$ cat config.mk
export PLATFORM = sky130hd
export DESIGN_NAME = mux_scan_ctrl_flat
export DESIGN_NICKNAME = d
export VERILOG_FILES = /design/src/rtl/mux_scan_ctrl_if.sv /design/src/rtl/mux_scan_ctrl.sv /design/src/flat_wrapper.sv
export SDC_FILE = /design/constraint.sdc
export NUM_CORES = 1
export LEC_CHECK = 0
export CORE_MARGIN = 2
export CORE_UTILIZATION = 45
export CTS_CLUSTER_DIAMETER = 60
export DETAILED_ROUTE_END_ITERATION = 10
export GPL_ROUTABILITY_DRIVEN = 0
export GPL_TIMING_DRIVEN = 0
export HOLD_SLACK_MARGIN = 0.05
export PLACE_DENSITY = 0.79
export SYNTH_ARGS = -nofsm -noshare
export SYNTH_HDL_FRONTEND = slang
export SYNTH_SLANG_ARGS = --single-unit
$ cat constraint.sdc
create_clock -name clk -period 4.8 [get_ports clk]
set_clock_uncertainty 0.15 [all_clocks]
set_input_delay 0.72 -clock clk [delete_from_list [all_inputs] [get_ports clk]]
set_output_delay 0.72 -clock clk [all_outputs]
set_load 0.005 [all_outputs]
$ cat src/rtl/mux_scan_ctrl_if.sv
// mux_scan_ctrl_if: channel data, select/mode/enable and registered result of mux_scan_ctrl.
// Optional feature macro: MUX_SCAN_MASK_EN (adds the per-channel ch_mask signal).
// WIDTH and CHANNELS must match the parameters of the attached mux_scan_ctrl.
interface mux_scan_ctrl_if #(
    parameter int unsigned WIDTH    = 1,
    parameter int unsigned CHANNELS = 4
);
    localparam int unsigned SELW = $clog2(CHANNELS);

    logic [CHANNELS*WIDTH-1:0] x;
    logic [SELW-1:0]           sel;
    logic                      mode;
    logic                      en;
`ifdef MUX_SCAN_MASK_EN
    logic [CHANNELS-1:0]       ch_mask;
`endif
    logic [WIDTH-1:0]          Q;
    logic [SELW-1:0]           cur_sel;
    logic                      valid;
    logic                      sel_err;
    logic                      wrap;

`ifdef MUX_SCAN_MASK_EN
    modport master (
        output x, sel, mode, en, ch_mask,
        input  Q, cur_sel, valid, sel_err, wrap
    );
    modport slave (
        input  x, sel, mode, en, ch_mask,
        output Q, cur_sel, valid, sel_err, wrap
    );
`else
    modport master (
        output x, sel, mode, en,
        input  Q, cur_sel, valid, sel_err, wrap
    );
    modport slave (
        input  x, sel, mode, en,
        output Q, cur_sel, valid, sel_err, wrap
    );
`endif
endinterface

$ cat src/rtl/mux_scan_ctrl.sv
// mux_scan_ctrl: registered N-channel multiplexer with manual select and dwell-based auto-scan.
// Optional feature macro: MUX_SCAN_MASK_EN (scan skips / manual select rejects masked channels).
module mux_scan_ctrl #(
    parameter int unsigned WIDTH    = 1,
    parameter int unsigned CHANNELS = 4,
    parameter int unsigned DWELL    = 2
) (
    input logic            clk,
    input logic            rst,
    mux_scan_ctrl_if.slave bus
);
    localparam int unsigned SELW       = $clog2(CHANNELS);
    localparam logic [7:0]  DWELL_LAST = 8'(DWELL - 1);

    typedef enum logic [1:0] {StIdle, StManual, StScan} state_e;

    state_e           state_q, state_d;
    logic [WIDTH-1:0] q_q, q_d;
    logic [SELW-1:0]  cur_q, cur_d;
    logic [7:0]       cnt_q, cnt_d;
    logic             valid_q, valid_d;
    logic             err_q, err_d;
    logic             wrap_q, wrap_d;

    logic [CHANNELS-1:0] avail;
    logic [SELW-1:0]     first_ch, above_ch, nxt_ch;
    logic                above_found, sel_ok, cur_ok, any_ch, nxt_wrap;

    // Selects one channel out of the packed bus; indices beyond CHANNELS-1 yield zero.
    function automatic logic [WIDTH-1:0] pick(input logic [CHANNELS*WIDTH-1:0] xv,
                                              input logic [SELW-1:0] idx);
        logic [WIDTH-1:0] r;
        r = '0;
        for (int i = 0; i < int'(CHANNELS); i++) begin
            if (SELW'(i) == idx) r = xv[i*WIDTH +: WIDTH];
        end
        return r;
    endfunction

`ifdef MUX_SCAN_MASK_EN
    assign avail = bus.ch_mask;
`else
    assign avail = '1;
`endif

    // Channel search: lowest usable channel, next usable above cur_sel, select legality.
    always_comb begin
        first_ch    = '0;
        above_ch    = '0;
        above_found = 1'b0;
        sel_ok      = 1'b0;
        cur_ok      = 1'b0;
        // Descending so the lowest matching index is the one left standing.
        for (int j = int'(CHANNELS) - 1; j >= 0; j--) begin
            if (avail[j]) begin
                first_ch = SELW'(j);
                if (SELW'(j) > cur_q) begin
                    above_found = 1'b1;
                    above_ch    = SELW'(j);
                end
                if (SELW'(j) == bus.sel) sel_ok = 1'b1;
                if (SELW'(j) == cur_q)   cur_ok = 1'b1;
            end
        end
    end

    assign any_ch   = |avail;
    // No usable channel above the current one means the advance crosses CHANNELS-1.
    assign nxt_ch   = above_found ? above_ch : first_ch;
    assign nxt_wrap = ~above_found;

    // Next-state and registered-output decode; en dominates mode.
    always_comb begin
        state_d = !bus.en ? StIdle : (bus.mode ? StScan : StManual);
        q_d     = q_q;
        cur_d   = cur_q;
        cnt_d   = cnt_q;
        valid_d = 1'b0;
        err_d   = 1'b0;
        wrap_d  = 1'b0;
        case (state_d)
            StManual: begin
                if (sel_ok) begin
                    q_d     = pick(bus.x, bus.sel);
                    cur_d   = bus.sel;
                    valid_d = 1'b1;
                end else begin
                    err_d = 1'b1;
                end
            end
            StScan: begin
                if (!any_ch) begin
                    err_d = 1'b1;
                end else if (state_q != StScan) begin
                    // Every entry into scan restarts at the first usable channel.
                    cur_d   = first_ch;
                    cnt_d   = '0;
                    q_d     = pick(bus.x, first_ch);
                    valid_d = 1'b1;
                end else if (cnt_q == DWELL_LAST || !cur_ok) begin
                    cur_d   = nxt_ch;
                    cnt_d   = '0;
                    wrap_d  = nxt_wrap;
                    q_d     = pick(bus.x, nxt_ch);
                    valid_d = 1'b1;
                end else begin
                    cnt_d   = cnt_q + 8'd1;
                    q_d     = pick(bus.x, cur_q);
                    valid_d = 1'b1;
                end
            end
            default: ;
        endcase
    end

    // State and output registers, cleared asynchronously.
    always_ff @(posedge clk or posedge rst) begin
        if (rst) begin
            state_q <= StIdle;
            q_q     <= '0;
            cur_q   <= '0;
            cnt_q   <= '0;
            valid_q <= 1'b0;
            err_q   <= 1'b0;
            wrap_q  <= 1'b0;
        end else begin
            state_q <= state_d;
            q_q     <= q_d;
            cur_q   <= cur_d;
            cnt_q   <= cnt_d;
            valid_q <= valid_d;
            err_q   <= err_d;
            wrap_q  <= wrap_d;
        end
    end

    assign bus.Q       = q_q;
    assign bus.cur_sel = cur_q;
    assign bus.valid   = valid_q;
    assign bus.sel_err = err_q;
    assign bus.wrap    = wrap_q;
endmodule

$ cat src/flat_wrapper.sv
// flat-port wrapper written by rule: the top's interface ports become plain ports
module mux_scan_ctrl_flat 
#(
    parameter int unsigned WIDTH    = 1,
    parameter int unsigned CHANNELS = 4,
    parameter int unsigned DWELL    = 2
)
  (clk, rst, bus_x, bus_sel, bus_mode, bus_en, bus_Q, bus_cur_sel, bus_valid, bus_sel_err, bus_wrap);
  mux_scan_ctrl_if #(.WIDTH(WIDTH), .CHANNELS(CHANNELS)) bus_i ();
  input logic clk;
  input logic rst;
  input wire logic [$bits(bus_i.x)-1:0] bus_x;
  input wire logic [$bits(bus_i.sel)-1:0] bus_sel;
  input wire logic [$bits(bus_i.mode)-1:0] bus_mode;
  input wire logic [$bits(bus_i.en)-1:0] bus_en;
  output wire logic [$bits(bus_i.Q)-1:0] bus_Q;
  output wire logic [$bits(bus_i.cur_sel)-1:0] bus_cur_sel;
  output wire logic [$bits(bus_i.valid)-1:0] bus_valid;
  output wire logic [$bits(bus_i.sel_err)-1:0] bus_sel_err;
  output wire logic [$bits(bus_i.wrap)-1:0] bus_wrap;
  assign bus_i.x = bus_x;
  assign bus_i.sel = bus_sel;
  assign bus_i.mode = bus_mode;
  assign bus_i.en = bus_en;
  assign bus_Q = bus_i.Q;
  assign bus_cur_sel = bus_i.cur_sel;
  assign bus_valid = bus_i.valid;
  assign bus_sel_err = bus_i.sel_err;
  assign bus_wrap = bus_i.wrap;
  mux_scan_ctrl #(.WIDTH(WIDTH), .CHANNELS(CHANNELS), .DWELL(DWELL)) u_core (.clk(clk), .rst(rst), .bus(bus_i));
endmodule
==> results of run 1 <==
-- flip-flops by register name, indices dropped and copies added, names as in the netlist --
signal and cells:
u_core.bus.sel_err 1, u_core.bus.valid 1, u_core.cnt_q 8, u_core.state_q 2, u_core.bus.wrap 1, u_core.bus.cur_sel 2, u_core.bus.Q 1
-- final cells by class --
cell class / count / share of cell area (%)
clock buffers: 4 / 3.02
flip-flops and latches: 16 / 33.3
multi-input cells: 73 / 45.3
plain buffers: 2 / 0.624
repair buffers: 15 / 12.5
well taps: 27 / 2.81
inverters: 8 / 2.50
-- per-layer routing --
layer  global-route usage, %  vias to the layer above  share of wire [%]  wire length (um)
met4                    9.91                        0                2.7                55
met1                    20.6                      372                 45               924
met2                    32.7                       13                 49              1000
li1                        -                      393                  -                 -
met3                    3.27                        9                2.5                50
met5                       0                        -                  0                 0
-- worst min path at each step --
stage	startpoint	endpoint	slack (ps)	cells past startpoint
floorplan	u_core.cnt_q[1]$_DFFE_PP0N_	u_core.cnt_q[1]$_DFFE_PP0N_	340	2
global placement	u_core.cnt_q[1]$_DFFE_PP0N_	u_core.cnt_q[1]$_DFFE_PP0N_	360	2
CTS	u_core.cnt_q[1]$_DFFE_PP0N_	u_core.cnt_q[1]$_DFFE_PP0N_	390	2
detailed placement	u_core.cnt_q[1]$_DFFE_PP0N_	u_core.cnt_q[1]$_DFFE_PP0N_	370	2
global route	u_core.cnt_q[1]$_DFFE_PP0N_	u_core.cnt_q[1]$_DFFE_PP0N_	440	2
finish	u_core.cnt_q[1]$_DFFE_PP0N_	u_core.cnt_q[1]$_DFFE_PP0N_	390	2
-- power by group through the flow --
stage | clock (mW) | combinational (mW) | sequential, mW
after floorplan | 0 | 0.0411 | 0.153
after CTS | 0.0944 | 0.0707 | 0.152
after global placement | 0 | 0.0662 | 0.154
after detailed placement | 0 | 0.0694 | 0.154
final | 0.0926 | 0.0704 | 0.152
after global routing | 0.101 | 0.0782 | 0.153
-- stage by stage --
step	worst slack, ps	total power, mW	instances
after floorplan	3100	0.194	99
after global placement	2510	0.220	141
after detailed placement	2470	0.224	141
after CTS	2660	0.317	145
after global routing	2620	0.332	145
final	2670	0.315	145
-- cell usage in the layout (no fill, tap or decap), types with 3 or more instances in the layout --
cell / instances
o21ai_0: 9
nand2_1: 6
dfrtp_1: 16
a21oi_1: 6
clkdlybuf4s50_1: 15
nand2b_1: 3
clkbuf_4: 3
nor2_1: 6
inv_1: 8
nand3_1: 3
ha_1: 8
mux2i_1: 4
-- kinds of logic after synthesis --
family / share of synthesized area (%)
compound gates: 19.7
fa+ha+maj: 10.2
buf+inv: 3.82
flops: 40.8
mux: 6.37
other cells: 0.382
simple gates: 18.7
==> summary.txt, run 1 <==
GLOBAL ROUTING
-------------------------------------------------------------------------------------------------
Largest net degree at the start of global routing ..................................           17
Initial antenna violation count ....................................................            0
First-pass GRT wire length .........................................................      3.48 mm
Total overflow reported by the global router .......................................            0
Global-route usage over all layers .................................................        18.4%
Vias in the first global route .....................................................          816

CLOCKING
-------------------------------------------------------------------------------------------------
Clock Sinks ........................................................................           16
Post-CTS Setup Bufs ................................................................            0
Quantity of gates resized following cts ............................................            0
Clock latency at the later pin of the worst-skew pair ..............................       300 ps
H-tree Lvls ........................................................................            1
Hold Buf Count CTS .................................................................            0
TritonCTS buffer count .............................................................            3
CTS clock-pin slew for the worst setup and hold paths ..............................       100 ps
Worst-case clock buffer depth ......................................................            2
CTS tree ...........................................................................          yes
Root Buffer ........................................................................     clkbuf_4

POWER
-------------------------------------------------------------------------------------------------
IR drop worst, VDD .................................................................     0.140 mV
Relative contribution of sequential cells to total power ...........................        48.2%
Power share of the clock group .....................................................        29.4%
Power density cells ................................................................  262 mW/mm^2
Net Sw Frac ........................................................................        28.5%
Cell Int Power .....................................................................       225 uW
Switching power of the nets ........................................................      89.7 uW
Leakage ............................................................................     0.543 nW
Portion of total power attributed to combinational logic ...........................        22.4%

CRITICAL PATH
-------------------------------------------------------------------------------------------------
Required time of the critical path .................................................      3930 ps
Critical Path Start ................................................................ u_core.bus.cur_sel[0]$_DFFE_PP0P_
Critical Path End Type ............................................................. primary output
CP Buf/Inv Count ...................................................................            1
Reg-to-reg endpoint ................................................................ u_core.bus.Q$_DFFE_PP0P_
Worst path max stage delay .........................................................       530 ps
Critical path's slowest cell ....................................................... clkdlybuf4s50_1
Classification of the worst setup path ............................................. flop to primary output
Family with the most delay on the worst path ....................................... buffers and inverters
Cell Chain, Critical Path .......................................................... clkdlybuf4s50_1
Logic depth of the worst path, buffers included ....................................            1
Worst path arrival time ............................................................      1260 ps
Worst flop-to-flop path startpoint ................................................. u_core.bus.cur_sel[1]$_DFFE_PP0P_
Worst reg2reg setup slack ..........................................................      3020 ps
Crit path capture .................................................................. bus_cur_sel[0]
Setup crit start kind ..............................................................         flop
Length in cells of the worst reg-to-reg path .......................................            6
Maximum net fanout on the critical path ............................................            5

STA
-------------------------------------------------------------------------------------------------
FMAX ...............................................................................      469 MHz
Total negative slack ...............................................................         0 ps
Min Clock Period, post-route .......................................................      2130 ps
Unrepaired setup endpoints after global routing ....................................           no
Final hold slack ...................................................................       394 ps
Worst slew margin ..................................................................        60.6%
Slew at the pin with the worst max-slew slack ......................................       591 ps
Number of failing setup endpoints in the final timing report .......................            0
Final slew viol count ..............................................................            0
Tcrit/Tclk final ...................................................................        44.4%
Hold Fails Final Rpt ...............................................................            0

SYNTHESIS
-------------------------------------------------------------------------------------------------
Cell Area, Synth ...................................................................    982 sq um
Top cell types by occurrence after synthesis ....................................... dfrtp_1 (16), o21ai_0 (9), ha_1 (8), inv_1 (8)
Number of distinct library cell variants in the gate-level netlist after synthesis .           37
Async SR Flop Fraction .............................................................         100%
Number of enable flip-flop cells after synthesis ...................................            0
Sequential cell area fraction in the yosys report ..................................        40.8%
Syn. warnings ......................................................................            0
Area fraction of the dominant cell type after synthesis ............................        40.8%
Most area-hungry cell type in the Yosys netlist ....................................      dfrtp_1
Most common flop cell mapped by yosys ..............................................      dfrtp_1
Cell types with the largest area share after synthesis ............................. dfrtp_1 (41%), ha_1 (10%), o21ai_0 (4.6%)
Post-Synthesis Mean Instance Area ..................................................   9.92 sq um
Synth Instances ....................................................................           99
Most instantiated library cell after synthesis .....................................      dfrtp_1
Post-synthesis net count ...........................................................          117
Number of register bits inferred by synthesis ......................................           16

ROUTING
-------------------------------------------------------------------------------------------------
Per-cell via count in the routed design ............................................         5.43
Pre-Repair DR Iteration Count ......................................................            4
Antenna Nets Post-Route ............................................................            0
Total length of routed wires .......................................................      2.03 mm
Via Count ..........................................................................          787
Routed length per placed instance ..................................................      14.0 um
Starting DRT DRC Count .............................................................           16
Number of design rule violations left after detail routing .........................            0

PLACE
-------------------------------------------------------------------------------------------------
Detailed placement HPWL ............................................................      1.52 mm
Count of input and output buffers ..................................................           15
Placed instance area ............................................................... 0.00117 sq mm

FINAL LAYOUT
-------------------------------------------------------------------------------------------------
Sequential standard cell area ......................................................    400 sq um
Fill cell count ....................................................................          170
Number of antenna cells inserted ...................................................            0
Final Core Density .................................................................        60.1%
Design Area, Final ................................................................. 0.00120 sq mm
Net total in the final layout ......................................................          137
Layout cell share with drive strength beyond 1 .....................................        11.9%
Area growth syn-to-layout ..........................................................        22.4%
Area used by multi-input combinational logic .......................................    544 sq um

FLOORPLAN
-------------------------------------------------------------------------------------------------
Overall die height .................................................................      50.7 um
Initial cell density of the core ...................................................        49.1%
Die Footprint ...................................................................... 0.00257 sq mm
Die Width ..........................................................................      50.7 um
Floorplan row count ................................................................           16
I/O pin count ......................................................................           16
Core box area ...................................................................... 0.00200 sq mm

MIN PATH
-------------------------------------------------------------------------------------------------
Class of the tightest hold or removal check ........................................ flop to flop

JOB
-------------------------------------------------------------------------------------------------
Max-cap violations .................................................................            0

OUTCOME
-------------------------------------------------------------------------------------------------
Result of the run .................................................................. finished, final reports clean

No activity file was read; power rests on OpenSTA's default activity.
==> inputs of run 2 (changes only) <==
Clock period 4.8 ns to 2.1 ns, I/O delays scaled along.
==> results of run 2 <==
The final DEF is identical to that of run 1. Status: finished, final reports clean.
Main changes from that run: setup slack after placement 2470 ps -> 180 ps; setup slack after layout 2670 ps -> 317 ps; hold slack 394 ps -> 219 ps; start point of the critical path u_core.bus.cur_sel[0]$_DFFE_PP0P_ -> u_core.bus.cur_sel[1]$_DFFE_PP0P_; end point of the critical path bus_cur_sel[0] -> u_core.bus.Q$_DFFE_PP0P_; register-to-register setup slack 3020 ps -> 320 ps; total power 0.315 mW -> 0.719 mW; worst IR drop on VDD 0.140 mV -> 0.320 mV
